--- src/rtl/arb_pkg.sv ---
// Shared types and constants for the instruction/data memory arbiter.
package arb_pkg;

  typedef enum logic [1:0] {
    IDLE  = 2'd0,
    FETCH = 2'd1,
    DATA  = 2'd2
  } arb_state_t;

  localparam int TIMEOUT_CYCLES_DEFAULT = 16;

endpackage

--- src/rtl/mem_arbiter_if.sv ---
// Bundle of fetch port, data port, shared memory bus and status for mem_arbiter.
// Handshake: a requester raises *_req with stable operands and holds them until its *_valid pulse;
// the arbiter holds mem_req with stable mem_addr/mem_we/mem_wdata until a cycle with mem_ready=1.
interface mem_arbiter_if;
  import arb_pkg::*;

  logic        if_req;
  logic [31:0] if_addr;
  logic [31:0] if_rdata;
  logic        if_valid;
  logic        stall_f;

  logic        d_req;
  logic        d_we;
  logic [31:0] d_addr;
  logic [31:0] d_wdata;
  logic [31:0] d_rdata;
  logic        d_valid;
  logic        stall_m;

  logic        mem_req;
  logic        mem_we;
  logic [31:0] mem_addr;
  logic [31:0] mem_wdata;
  logic [31:0] mem_rdata;
  logic        mem_ready;

  logic        err;
  arb_state_t  fsm_state;

  // master: the arbiter itself
  modport master (
    input  if_req, if_addr, d_req, d_we, d_addr, d_wdata, mem_rdata, mem_ready,
    output if_rdata, if_valid, stall_f, d_rdata, d_valid, stall_m,
    output mem_req, mem_we, mem_addr, mem_wdata, err, fsm_state
  );

  // slave: requesters and the memory seen from outside the arbiter
  modport slave (
    output if_req, if_addr, d_req, d_we, d_addr, d_wdata, mem_rdata, mem_ready,
    input  if_rdata, if_valid, stall_f, d_rdata, d_valid, stall_m,
    input  mem_req, mem_we, mem_addr, mem_wdata, err, fsm_state
  );

endinterface

--- src/rtl/arb_watchdog.sv ---
// Counts consecutive busy cycles without mem_ready; flags expiry and keeps a sticky error bit.
module arb_watchdog #(
  parameter int TIMEOUT_CYCLES = 16
) (
  input  logic clk,
  input  logic rst,
  input  logic busy,
  input  logic ready,
  output logic expired,
  output logic err
);

  localparam int CW = $clog2(TIMEOUT_CYCLES + 1);

  logic [CW-1:0] count;

  // Expires on the TIMEOUT_CYCLES-th busy cycle that still has no ready.
  assign expired = busy & ~ready & (count == CW'(TIMEOUT_CYCLES - 1));

  always_ff @(posedge clk or posedge rst) begin
    if (rst) begin
      count <= '0;
      err   <= 1'b0;
    end else begin
      if (!busy || ready || expired) begin
        count <= '0;
      end else begin
        count <= count + CW'(1);
      end
      if (expired) begin
        err <= 1'b1;
      end
    end
  end

endmodule

--- src/rtl/mem_arbiter.sv ---
// Single-port memory arbiter between fetch and load/store ports; data has priority over fetch.
// Define ARB_TIMEOUT_EN to add the mem_ready watchdog (arb_watchdog) and the sticky err flag.
module mem_arbiter
  import arb_pkg::*;
#(
  parameter int TIMEOUT_CYCLES = TIMEOUT_CYCLES_DEFAULT
) (
  input logic           clk,
  input logic           rst,
  mem_arbiter_if.master bus
);

  if (TIMEOUT_CYCLES < 1) begin : g_bad_timeout
    $error("mem_arbiter: TIMEOUT_CYCLES must be at least 1");
  end

  arb_state_t state;
  arb_state_t state_next;
  logic       grant_d;
  logic       grant_f;
  logic       done;
  logic       timeout;
  logic       busy;

  assign busy = (state != IDLE);

`ifdef ARB_TIMEOUT_EN
  logic wd_err;

  arb_watchdog #(
    .TIMEOUT_CYCLES(TIMEOUT_CYCLES)
  ) u_watchdog (
    .clk    (clk),
    .rst    (rst),
    .busy   (busy),
    .ready  (bus.mem_ready),
    .expired(timeout),
    .err    (wd_err)
  );

  assign bus.err = wd_err;
`else
  assign timeout = 1'b0;
  assign bus.err = 1'b0;
`endif

  // A port whose valid is high this cycle is still finishing its handshake, so it is not eligible.
  always_comb begin
    state_next = state;
    grant_d    = 1'b0;
    grant_f    = 1'b0;
    done       = 1'b0;
    unique case (state)
      IDLE: begin
        if (bus.d_req && !bus.d_valid) begin
          state_next = DATA;
          grant_d    = 1'b1;
        end else if (bus.if_req && !bus.if_valid) begin
          state_next = FETCH;
          grant_f    = 1'b1;
        end
      end
      FETCH, DATA: begin
        if (bus.mem_ready || timeout) begin
          state_next = IDLE;
          done       = 1'b1;
        end
      end
      default: state_next = IDLE;
    endcase
  end

  always_ff @(posedge clk or posedge rst) begin
    if (rst) begin
      state <= IDLE;
    end else begin
      state <= state_next;
    end
  end

  always_ff @(posedge clk or posedge rst) begin
    if (rst) begin
      bus.mem_addr  <= '0;
      bus.mem_we    <= 1'b0;
      bus.mem_wdata <= '0;
      bus.if_rdata  <= '0;
      bus.if_valid  <= 1'b0;
      bus.d_rdata   <= '0;
      bus.d_valid   <= 1'b0;
    end else begin
      bus.if_valid <= 1'b0;
      bus.d_valid  <= 1'b0;
      if (grant_d) begin
        bus.mem_addr  <= bus.d_addr;
        bus.mem_we    <= bus.d_we;
        bus.mem_wdata <= bus.d_wdata;
      end else if (grant_f) begin
        bus.mem_addr <= bus.if_addr;
        bus.mem_we   <= 1'b0;
      end
      if (done) begin
        if (state == FETCH) begin
          bus.if_valid <= 1'b1;
          bus.if_rdata <= timeout ? 32'h0 : bus.mem_rdata;
        end else begin
          bus.d_valid <= 1'b1;
          // A completed store leaves the last load result in place.
          if (timeout) begin
            bus.d_rdata <= 32'h0;
          end else if (!bus.mem_we) begin
            bus.d_rdata <= bus.mem_rdata;
          end
        end
      end
    end
  end

  assign bus.mem_req   = busy;
  assign bus.stall_f   = bus.if_req & ~bus.if_valid;
  assign bus.stall_m   = bus.d_req & ~bus.d_valid;
  assign bus.fsm_state = state;

endmodule

--- src/flat_wrapper.sv ---
// flat-port wrapper written by rule: the top's interface ports become plain ports
module mem_arbiter_flat import arb_pkg::*;
#(
  parameter int TIMEOUT_CYCLES = TIMEOUT_CYCLES_DEFAULT
)
  (clk, rst, bus_if_req, bus_if_addr, bus_d_req, bus_d_we, bus_d_addr, bus_d_wdata, bus_mem_rdata, bus_mem_ready, bus_if_rdata, bus_if_valid, bus_stall_f, bus_d_rdata, bus_d_valid, bus_stall_m, bus_mem_req, bus_mem_we, bus_mem_addr, bus_mem_wdata, bus_err, bus_fsm_state);
  mem_arbiter_if bus_i ();
  input logic clk;
  input logic rst;
  input wire logic [$bits(bus_i.if_req)-1:0] bus_if_req;
  input wire logic [$bits(bus_i.if_addr)-1:0] bus_if_addr;
  input wire logic [$bits(bus_i.d_req)-1:0] bus_d_req;
  input wire logic [$bits(bus_i.d_we)-1:0] bus_d_we;
  input wire logic [$bits(bus_i.d_addr)-1:0] bus_d_addr;
  input wire logic [$bits(bus_i.d_wdata)-1:0] bus_d_wdata;
  input wire logic [$bits(bus_i.mem_rdata)-1:0] bus_mem_rdata;
  input wire logic [$bits(bus_i.mem_ready)-1:0] bus_mem_ready;
  output wire logic [$bits(bus_i.if_rdata)-1:0] bus_if_rdata;
  output wire logic [$bits(bus_i.if_valid)-1:0] bus_if_valid;
  output wire logic [$bits(bus_i.stall_f)-1:0] bus_stall_f;
  output wire logic [$bits(bus_i.d_rdata)-1:0] bus_d_rdata;
  output wire logic [$bits(bus_i.d_valid)-1:0] bus_d_valid;
  output wire logic [$bits(bus_i.stall_m)-1:0] bus_stall_m;
  output wire logic [$bits(bus_i.mem_req)-1:0] bus_mem_req;
  output wire logic [$bits(bus_i.mem_we)-1:0] bus_mem_we;
  output wire logic [$bits(bus_i.mem_addr)-1:0] bus_mem_addr;
  output wire logic [$bits(bus_i.mem_wdata)-1:0] bus_mem_wdata;
  output wire logic [$bits(bus_i.err)-1:0] bus_err;
  output wire logic [$bits(bus_i.fsm_state)-1:0] bus_fsm_state;
  assign bus_i.if_req = bus_if_req;
  assign bus_i.if_addr = bus_if_addr;
  assign bus_i.d_req = bus_d_req;
  assign bus_i.d_we = bus_d_we;
  assign bus_i.d_addr = bus_d_addr;
  assign bus_i.d_wdata = bus_d_wdata;
  assign bus_i.mem_rdata = bus_mem_rdata;
  assign bus_i.mem_ready = bus_mem_ready;
  assign bus_if_rdata = bus_i.if_rdata;
  assign bus_if_valid = bus_i.if_valid;
  assign bus_stall_f = bus_i.stall_f;
  assign bus_d_rdata = bus_i.d_rdata;
  assign bus_d_valid = bus_i.d_valid;
  assign bus_stall_m = bus_i.stall_m;
  assign bus_mem_req = bus_i.mem_req;
  assign bus_mem_we = bus_i.mem_we;
  assign bus_mem_addr = bus_i.mem_addr;
  assign bus_mem_wdata = bus_i.mem_wdata;
  assign bus_err = bus_i.err;
  assign bus_fsm_state = bus_i.fsm_state;
  mem_arbiter #(.TIMEOUT_CYCLES(TIMEOUT_CYCLES)) u_core (.clk(clk), .rst(rst), .bus(bus_i));
endmodule
--- config.mk ---
export PLATFORM = sky130hd
export DESIGN_NAME = mem_arbiter_flat
export DESIGN_NICKNAME = d
export VERILOG_FILES = /design/src/rtl/arb_pkg.sv /design/src/rtl/mem_arbiter_if.sv /design/src/rtl/arb_watchdog.sv /design/src/rtl/mem_arbiter.sv /design/src/flat_wrapper.sv
export SDC_FILE = /design/constraint.sdc
export NUM_CORES = 1
export LEC_CHECK = 0
export CORE_ASPECT_RATIO = 0.75
export CORE_MARGIN = 4
export CORE_UTILIZATION = 58
export CTS_CLUSTER_DIAMETER = 30
export DETAILED_ROUTE_END_ITERATION = 7
export DONT_BUFFER_PORTS = 1
export PLACE_DENSITY = 0.74
export REMOVE_ABC_BUFFERS = 1
export SLEW_MARGIN = 25
export SYNTH_ARGS = -nofsm -noshare
export SYNTH_HDL_FRONTEND = slang
export SYNTH_SLANG_ARGS = --single-unit
--- constraint.sdc ---
create_clock -name clk -period 5.45 [get_ports clk]
set_input_delay 0.545 -clock clk [delete_from_list [all_inputs] [get_ports clk]]
set_output_delay 0.545 -clock clk [all_outputs]
set_load 0.01 [all_outputs]
=== After elaboration in Yosys (flattened, before gate mapping) ===
Cells that the tools add are included.
Widths: inputs -> output; s select.

* Output and inout bits: 137
* Flip-flop bits (word level): 133
* Word-level logic and storage cells: 48

* Reduce and logical (&&, ||, !) cells: 11
* Equality and inequality tests: 4
* Bitwise gates (word level): 6
* Mux-type cells: 19

{| class="wikitable"
|+ Operators by type and width
! operator !! count
|-
| $mux 32 || 2
|-
| $mux 1 || 13
|-
| $mux 2 || 3
|-
| $not 1->1 || 4
|-
| $pmux 2 s2 || 1
|-
| $reduce_and 2->1 || 2
|-
| $reduce_bool 2->1 || 2
|-
| $ne 3x1->1 const B || 1
|-
| $reduce_and 3->1 || 1
|-
| $and 1x1->1 || 2
|-
| $eq 2x1->1 const B || 1
|-
| $eq 2x2->1 const B || 1
|-
| $logic_and 1x1->1 || 2
|-
| $logic_not 1->1 || 2
|-
| $logic_not 2->1 || 1
|-
| $ne 2x2->1 const B || 1
|-
| $reduce_or 2->1 || 1
|}

=== Depth between registers and ports, before layout ===
Gate-level depths: netlist (run 1).

* Depth after elaboration: 7
* Depth in mapped cells: 6
* Mapped depth without buffers: 5

=== Worst setup path before layout (run 1) ===
No wires, ideal clock.

* Path kind: flip-flop to flip-flop
* Start: reg u_core.state[0] (netlist: u_core.bus.fsm_state[0])
* End: reg u_core.bus.d_rdata[20]
* Setup slack: 3694 ps
* Buffers on the path: 1
* Arrival: 1631 ps
* Clock period less this slack: 1756 ps
* Cell stages (with the launch flop): 7
* Required time: 5325 ps
* Cells stage by stage: dfrtp_1 inv_1 ha_1 nand2_1 nor3_2 buf_4 mux2_2

* Cells in the longest elaborated chain, start to end: 4
* Elaborated cells on any way between the ends: 6
* Those cells by class: 2 x eq/ne; 1 x mux; 1 x bitwise; 2 x reduce/logical

{| class="wikitable"
|+ Ends and longest elaborated chain
! item !! RTL line !! text
|-
| start, declared || mem_arbiter.sv:17 || <nowiki>arb_state_t state;</nowiki>
|-
| start signal, assigned || mem_arbiter.sv:77 || <nowiki>state <= state_next;</nowiki>
|-
| $eq 2x2->1 / $eq 2x1->1 (equally long branches) || mem_arbiter.sv:53, mem_arbiter.sv:102 ||
|-
| $reduce_or 2->1 || mem_arbiter.sv:53 || <nowiki>unique case (state)</nowiki>
|-
| $mux 1 || mem_arbiter.sv:53 ||
|-
| $reduce_and 3->1 (no line) * || -- ||
|-
| end signal, assigned || mem_arbiter.sv:111 || <nowiki>bus.d_rdata <= bus.mem_rdata;</nowiki>
|-
| end, declared || mem_arbiter_if.sv:34 || <nowiki>output if_rdata, if_valid, stall_f, d_rdata, d_valid, stall_m,</nowiki>
|}

Every way passes the cells marked *; elsewhere a longest branch is shown, timed or not.
A chain may end at the register's enable or synchronous reset.

=== Worst setup path after layout (run 1) ===
* Start: reg u_core.state[0] (netlist: u_core.bus.fsm_state[0])
* End: reg u_core.bus.if_rdata[21]

* Cells in the longest elaborated chain, start to end: 4
* Elaborated cells on any way between the ends: 5
* Those cells by class: 2 x eq/ne; 1 x mux; 2 x reduce/logical

{| class="wikitable"
|+ Ends and longest elaborated chain
! item !! RTL line !! text
|-
| $eq 2x2->1 / $eq 2x1->1 (equally long branches) || mem_arbiter.sv:53, mem_arbiter.sv:102 ||
|-
| $reduce_or 2->1 || mem_arbiter.sv:53 ||
|-
| $mux 1 || mem_arbiter.sv:53 ||
|-
| $reduce_and 2->1 (no line) * || -- ||
|-
| end signal, assigned || mem_arbiter.sv:104 || <nowiki>bus.if_rdata <= timeout ? 32'h0 : bus.mem_rdata;</nowiki>
|-
| end, declared || mem_arbiter_if.sv:34 ||
|}

Marks and branches as above.

==> results.txt, run 1 <==
status - finished clean
area of the mapped netlist - 5680 um2
complex-gate fraction of the synthesized area - 0.572%
Fin. Hold Viols - 0
Lkg Pwr - 0.00293 uW
Post-synth EDFFs - 0
GPL Wtd Cong - 0.745
CP startpoint kind - flip-flop
setup TNS - 0 ps
half-perimeter wire length after placement - 9050 um
CTS tree - yes
hold_buf cts - 0
synth unique cells - 24
Synth Flop Type - dfrtp_1
post-layout min period - 2290 ps
Yosys warning count - 0
Starting Density - 61.1%
ANT nets after route - 0
Max Freq - 437 MHz
Die Area - 11500 um2
# nets final - 480
H-tree levels - 4
Clock Skews - 7.32 ps
Arr. time, crit path - 2570 ps
Syn-to-layout area delta - 11.3%
Least-Margin Pin Slew - 862 ps
first-pass GRT wire length - 18000 um
# diodes - 0
# rows - 30
unrepaired setup endpoints after global routing - false
simple-gate share of the synthesized area - 1.30%
clk_lat worst skew - 400 ps
relative slew slack - 42.5%
Port Buffers - 0
fillcell total - 630
Yosys reg bits - 133
adder-cell share of the synthesized area - 0.660%
DR vias - 2779
Max-Cap Viols - 0
All-Layer GR Usage - 21.1%
drt wl/cell - 25.7 um
initial antenna violation count - 0
CP required - 5730 ps
multi-input gate area in the final layout - 2210 um2
multiplexer share of the synthesized area - 36.0%
core area - 9310 um2
Die X - 122 um
largest net degree at the start of global routing - 72
setup violators final - 0
commonest non-fill, non-tap cell in the layout - dfrtp_1
crit-path max FO - 33
Routed WL - 12400 um
final cell count without fillers - 484
Reg area - 3330 um2
root buffer cell - clkbuf_16
async set-reset flop share out of synthesis - 100%
most frequent cells in the layout - dfrtp_1, mux2_2, mux2_4
number of DRC markers in iteration 0 - 155
# clock sinks - 133
die height - 93.7 um
clock slew at the register clock pins of the worst setup and hold paths - 60 ps
Ports - 271
total grt overflow - 0
drt first pass iters - 4
sequential area share after synthesis - 58.6%
vias in the first global route - 3067
layout cells sized above 1 - 52.8%
crit path capture type - flip-flop
Setup Crit Path Kind - reg -> reg
syn_area_per_cell - 16.9 um2
DRC - 0
Syn Inst Count - 337
largest family of logic cells by synthesized area - multiplexers
Worst IR Drop VDD - 0.000324 V
HP Class - in -> async
CTS Buf Count - 17
CTS Buffer Depth - 2
period utilization - 42.0%
Post-CTS Resized - 0
Vias per Instance - 5.74
cell total after placement - 452
Post-CTS Setup Inserts - 0
Pins Over Slew Limit - 0
parity-gate share of the synthesized area counting xor and xnor cells - 0%
PwrDens - 704 nW/um2
-- synthesized netlist by cell type, types with 2 or more instances --
cell / n / area, um2
dfrtp_1: 133 / 3330
mux2_2: 90 / 1010
mux2_4: 60 / 901
mux2_1: 10 / 113
inv_1: 8 / 30.0
buf_2: 6 / 30.0
buf_6: 6 / 67.6
buf_4: 4 / 30.0
ha_1: 3 / 37.5
mux2i_1: 2 / 20.0
nand2_1: 2 / 7.51
-- worst paths after layout --
check	cells after the start	start	slack (ps)	to
max	4	u_core.bus.fsm_state[0]	3160	u_core.bus.if_rdata[21]
max reg2reg	4	u_core.bus.fsm_state[0]	3160	u_core.bus.if_rdata[21]
min reg2reg	1	u_core.bus.mem_wdata[1]	560	u_core.bus.mem_wdata[1]
min	1	rst	190	u_core.bus.mem_wdata[26]
min in group clk	1	bus_mem_rdata[26]	270	u_core.bus.d_rdata[26]
max in group asynchronous	2	rst	3950	u_core.bus.if_rdata[6]
-- logic make-up (layout without fill, tap and decap cells) --
kind of cell             count (synthesis)  in the layout
AO/OA/AOI/OAI                            3              3
other                                    1              1
AND/OR/NAND/NOR                         10             10
buffers and inverters                   25             44
flip-flops                             133            133
multiplexers                           162            162
adder cells (fa/ha/maj)                  3              3
-- where the power goes --
group | total (uW) | internal, uW | switching, uW
logic | 1200 | 765 | 440
clock network | 1100 | 697 | 399
registers | 2150 | 1500 | 656
total | 4450 | 2960 | 1490
-- through the flow --
| step | area [um2] | hold WS [ps] | setup slack (ps) | util, % | power, uW |
|---|---|---|---|---|---|
| final | 6320 | 187 | 3160 | 67.9 | 4450 |
| after global placement | 5750 | 551 | 3190 | 61.8 | 3330 |
| after CTS | 6320 | 218 | 3110 | 67.9 | 4510 |
| after floorplan | 5560 | 529 | 1350 | - | 3050 |
| after detailed placement | 5750 | 555 | 3120 | 61.8 | 3380 |
| after global routing | 6320 | 265 | 3020 | 67.9 | 4670 |
-- state kept, by name (all words and copies together), names as in the netlist --
signal,flops
u_core.bus.d_rdata,32
u_core.bus.d_valid,1
u_core.bus.fsm_state,2
u_core.bus.if_rdata,32
u_core.bus.if_valid,1
u_core.bus.mem_addr,32
u_core.bus.mem_wdata,32
u_core.bus.mem_we,1
-- layer usage --
metal / global-route usage [%] / share of wire [%] / wire length [um]
met1: 22.4 / 34 / 4240
met2: 36.6 / 52 / 6530
met5: 0 / 0 / 0
met4: 6.80 / 0.97 / 121
met3: 10.7 / 12 / 1550
-- layout make-up --
cell class	instances	share of cell area [%]
Inverter	9	0.574
Multi-Input combinational cell	179	34.9
Timing Repair Buffer	3	0.356
Clock inverter	8	1.58
Clock buffer	24	7.46
Sequential cell	133	52.6
Tap cell	128	2.53
-- worst max-delay path, cell delays in order (launching register included) --
cell and delay (ps):
dfrtp_1 470, inv_1 120, ha_1 340, nand3_2 660, mux2_2 560
Power figures use the tool's default switching activity.
==> run 2, diff against run 1 <==
CORE_UTILIZATION = 57   (was 58)
PLACE_DENSITY = 0.75   (was 0.74)
clock period = 1.9 ns   (was 5.45 ns; I/O delays follow)
==> run 2 against run 1 <==
Against the previous run:
- maximum frequency is 26% higher
- sequential power rose to 2.9 times the previous value
- setup slack worse by 3100 ps
- clock power grew to 3.2 times the previous value
- final area is 14% higher
- register-to-register slack worse by 3100 ps
- die area grew 1.6%
- critical path type unchanged
- largest power group unchanged
==> results.txt, run 2 (synthesized netlist as in run 1, its figures left out) <==
Finished Cell Area - 7200 um2
# rows - 31
setup TNS - 0 ps
Vias per Instance - 5.50
H-tree levels - 4
Post-CTS Setup Inserts - 0
CP top delay family - multiplexers
Clock Skews - 8.68 ps
PwrDens - 1880 nW/um2
most crowded layer after global routing - met2
half-perimeter wire length after placement - 8900 um
Worst IR Drop VDD - 0.000908 V
period utilization - 95.5%
CP required - 2200 ps
unrepaired setup endpoints after global routing - false
CTS Buf Count - 17
Routed WL - 13400 um
# clock sinks - 133
most frequent CP cell - mux2_2
crit path capture type - flip-flop
critical path's largest stage delay - 370 ps
commonest non-fill, non-tap cell in the layout - dfrtp_1
setup violators final - 0
root buffer cell - clkbuf_16
Least-Margin Pin Slew - 509 ps
Slowest cell on crit path - mux2_2
sequential group share of total power - 45.6%
core area - 9700 um2
Fin Hold WS - 24.8 ps
die height - 94.5 um
drt first pass iters - 4
Port Buffers - 0
global routing met2 resource utilization - 39.7%
Finished Core Util - 74.2%
met1 usage - 24.5%
# nets final - 553
crit-path max FO - 32
Fin. Hold Viols - 0
Pwr Total - 13500 uW
placed instance area - 5900 um2
CP startpoint kind - flip-flop
first-pass GRT wire length - 20000 um
largest net degree at the start of global routing - 46
initial antenna violation count - 0
setup slack, reg-to-reg - 80 ps
power share of the combinational group - 28.4%
Sw Ratio - 33.2%
post-layout min period - 1820 ps
clock share of power - 26.0%
All-Layer GR Usage - 23.1%
switching pwr - 4480 uW
Arr. time, crit path - 2110 ps
relative slew slack - 66.1%
most frequent cells in the layout - dfrtp_1, mux2_2, dlygate4sd3_1
Die X - 123 um
Max-Cap Viols - 0
DRC - 0
DR vias - 3087
Lkg Pwr - 0.00331 uW
# diodes - 0
CTS tree - yes
Setup Crit Path Kind - reg -> reg
Int Power - 9020 uW
layout cells sized above 1 - 46.6%
met3 GRT Util - 11.9%
clk_lat worst skew - 410 ps
vias in the first global route - 3546
status - finished clean
ANT nets after route - 0
CP cell instances - inv_1 -> ha_1 -> nand3b_4 -> buf_12 -> mux2_2 -> mux2_2
Syn-to-layout area delta - 26.7%
CTS Buffer Depth - 2
total grt overflow - 0
GPL Wtd Cong - 0.766
HP Class - in -> reg
Starting Density - 58.6%
Ports - 271
Pins Over Slew Limit - 0
drt wl/cell - 23.8 um
Crit path buffers/inverters - 2
Max Freq - 551 MHz
clock slew at the register clock pins of the worst setup and hold paths - 60 ps
number of DRC markers in iteration 0 - 128
Die Area - 11700 um2
-- run 2: layout make-up --
class | count | area [um2]
clock inverters | 12 | 174
well taps | 132 | 165
clock buffers | 20 | 467
inverters | 9 | 36.3
flip-flops and latches | 133 | 3330
repair buffers | 76 | 823
multi-input cells | 179 | 2210
fillers | 561 | 2500
-- run 2: path summary, 6_finish.rpt --
kind	end	startpoint	cells past startpoint
hold / removal	u_core.bus.mem_we	bus_d_we	2
min in group asynchronous	u_core.bus.mem_wdata[25]	rst	2
hold reg to reg	u_core.bus.mem_wdata[1]	u_core.bus.mem_wdata[1]	1
max in group asynchronous	u_core.bus.mem_wdata[1]	rst	3
setup reg to reg	u_core.bus.mem_addr[26]	u_core.bus.fsm_state[1]	6
setup / recovery	u_core.bus.mem_addr[26]	u_core.bus.fsm_state[1]	6
-- run 2: repair_timing --
| action | in CTS | in global routing |
|---|---|---|
| gates resized for setup | 0 | 0 |
| hold endpoints to repair | 135 | 0 |
| hold buffers | 66 | 0 |
| endpoints found under the setup margin | 0 | 0 |
-- run 2: layer usage --
layer / vias to the layer above / wire length [um] / part of all wire, %
met5: - / 0 / 0
met4: 0 / 231 / 1.7
met3: 23 / 1630 / 12
met2: 159 / 6950 / 52
met1: 1561 / 4560 / 34
li1: 1344 / - / -
-- run 2: through the flow --
stage          instances  setup slack [ps]
2_1_floorplan        321             -1840
3_3_place_gp         463               164
3_5_place_dp         463              70.8
4_1_cts              561              75.6
5_1_grt              561              8.58
6_report             561              84.9
-- run 2: power by group through the flow --
| stage | combinational (uW) | clock (uW) | sequential [uW] |
|---|---|---|---|
| 4_1_cts | 3830 | 3540 | 6170 |
| 5_1_grt | 4140 | 3690 | 6340 |
| 3_5_place_dp | 3690 | 0 | 6180 |
| 2_1_floorplan | 3050 | 0 | 5700 |
| 6_report | 3840 | 3500 | 6160 |
| 3_3_place_gp | 3530 | 0 | 6160 |
==> run 3, diff against run 2 <==
ABC_AREA = 1   (was not set)
==> run 3 against run 2 <==
Against the previous run:
- largest cell class unchanged
- utilization is 1.0 points higher
- non-clock buffer count is 26 higher
- clock skew is 2.8 ps higher
- final area is 1.4% higher
- highest routed layer unchanged
==> results.txt, run 3 <==
H-tree levels - 4
Synth top cells by count - nand2_1, dfrtp_1, o21ai_0
clk_lat worst skew - 410 ps
Post-synth EDFFs - 0
drt wl/cell - 19.4 um
Die X - 123 um
Worst IR Drop VDD - 0.00102 V
Least-Margin Pin Slew - 519 ps
Finished Core Util - 75.3%
Pins Over Slew Limit - 0
Fin. Hold Viols - 0
area of the mapped netlist - 5680 um2
CP required - 1710 ps
Setup Crit Path Kind - reg -> out
drt first pass iters - 7
GPL Wtd Cong - 0.827
fillcell total - 638
Starting Density - 58.6%
biggest area consumer among synthesized cells - dfrtp_1
clock share of power - 27.9%
Syn Inst Count - 664
Sw Ratio - 40.5%
top cell type's share of synthesized area - 58.6%
number of DRC markers in iteration 0 - 367
crit path capture type - primary output
# nets final - 882
dominant cells by area after synthesis - dfrtp_1, nand2_1, o21ai_0
clock slew at the register clock pins of the worst setup and hold paths - 60 ps
DRC - 0
critical path launch point - u_core.bus.fsm_state[1]
CTS Buffer Depth - 2
All-Layer GR Usage - 28.9%
DR vias - 4952
async set-reset flop share out of synthesis - 100%
switching pwr - 5280 uW
Vias per Instance - 5.56
reg-to-reg endpoint - u_core.bus.mem_wdata[20]
syn_area_per_cell - 8.56 um2
ANT nets after route - 0
Arr. time, crit path - 1610 ps
period utilization - 94.8%
Syn-to-layout area delta - 28.4%
crit-path max FO - 29
Yosys reg bits - 133
vias in the first global route - 4963
Fin Hold WS - 13.4 ps
CTS tree - yes
power share of the combinational group - 26.8%
unrepaired setup endpoints after global routing - false
Reg area - 3330 um2
Clock Skews - 11.4 ps
Ports - 271
half-perimeter wire length after placement - 10200 um
Int Power - 7750 uW
Reg2Reg Depth - 7
CTS Buf Count - 17
CP Capture Point - bus_mem_req
setup TNS - 0 ps
die height - 94.5 um
total grt overflow - 0
Max-Cap Viols - 0
sequential group share of total power - 45.4%
relative slew slack - 65.4%
CP startpoint kind - flip-flop
PwrDens - 1780 nW/um2
root buffer cell - clkbuf_16
multi-input gate area in the final layout - 1920 um2
most common cell in the synthesized netlist - nand2_1
Post-CTS Setup Inserts - 0
Routed WL - 17300 um
commonest non-fill, non-tap cell in the layout - nand2_1
setup violators final - 0
HP Class - in -> reg
Die Area - 11700 um2
Yosys warning count - 0
setup slack, reg-to-reg - 130 ps
initial antenna violation count - 1
core area - 9700 um2
Lkg Pwr - 0.00384 uW
Synth Flop Type - dfrtp_1
synth unique cells - 22
Max Freq - 555 MHz
# clock sinks - 133
layout cells sized above 1 - 8.71%
post-layout min period - 1800 ps
status - finished clean
sequential area share after synthesis - 58.6%
largest net degree at the start of global routing - 66
worst r2r src - u_core.bus.fsm_state[0]
# rows - 31
Port Buffers - 0
most frequent cells in the layout - nand2_1, dfrtp_1, dlygate4sd3_1
first-pass GRT wire length - 25700 um
-- run 3: what timing repair did --
item / in CTS / in global routing
hold buffers: 90 / 0
gates resized for setup: 0 / 1
endpoints found under the hold margin: 153 / 0
endpoints found under the setup margin: 0 / 1
-- run 3: worst min-delay path by stage --
| stage | from | to | slack [ps] | cells past startpoint |
|---|---|---|---|---|
| finish | bus_if_addr[31] | u_core.bus.mem_addr[31] | 10 | 4 |
| detailed placement | rst | u_core.bus.mem_wdata[9] | 100 | 1 |
| global placement | rst | u_core.bus.mem_wdata[1] | 100 | 1 |
| global route | bus_if_addr[9] | u_core.bus.mem_addr[9] | 30 | 4 |
| CTS | bus_if_addr[24] | u_core.bus.mem_addr[24] | 3 | 4 |
| floorplan | bus_d_wdata[0] | u_core.bus.mem_wdata[0] | 310 | 2 |
-- run 3: cells by family after synthesis --
kind of cell,count (synthesis),synth area share [%]
buffers and inverters,86,7.64
other,1,0.0660
AOI/OAI and AO/OA,65,5.72
adders and majority gates,3,0.660
DFF,133,58.6
and+or+nand+nor,376,27.4
-- run 3: area by class of cell --
class | instances | share of cell area [%]
sequential | 133 | 45.6
multi-input combinational | 445 | 26.4
timing repair buffer | 102 | 14.3
clock buffer | 20 | 6.26
clock inverter | 12 | 2.73
inverter | 46 | 2.43
tap | 132 | 2.26
antenna | 1 | 0.0343
-- run 3: routing by layer --
metal | global-route usage (%) | part of all wire (%)
met1 | 31.5 | 35
met2 | 48.8 | 50
met3 | 11.6 | 11
met4 | 14.9 | 3.8
met5 | 0 | 0
-- run 3: power groups by stage --
stage	clock network (uW)	logic (uW)	registers, uW
after floorplan	0	2310	5470
after global placement	0	2930	5880
after detailed placement	0	3140	5890
after CTS	3660	3330	5890
after global routing	3780	3960	6050
final	3630	3490	5910
-- run 3: stage by stage --
step           area, um2  worst slack, ps  power [uW]  std cells
2_1_floorplan       5430            -1840        7790        624
6_report            7300             98.0       13000        891
3_5_place_dp        5740              207        9030        768
5_1_grt             7300             48.5       13800        891
3_3_place_gp        5740              297        8800        768
4_1_cts             7290             48.3       12900        890
-- run 3: worst max-delay path: stages (launching register included) --
cell and delay [ps]:
dfrtp_1 450, inv_1 130, ha_1 230, buf_6 260, inv_1 120
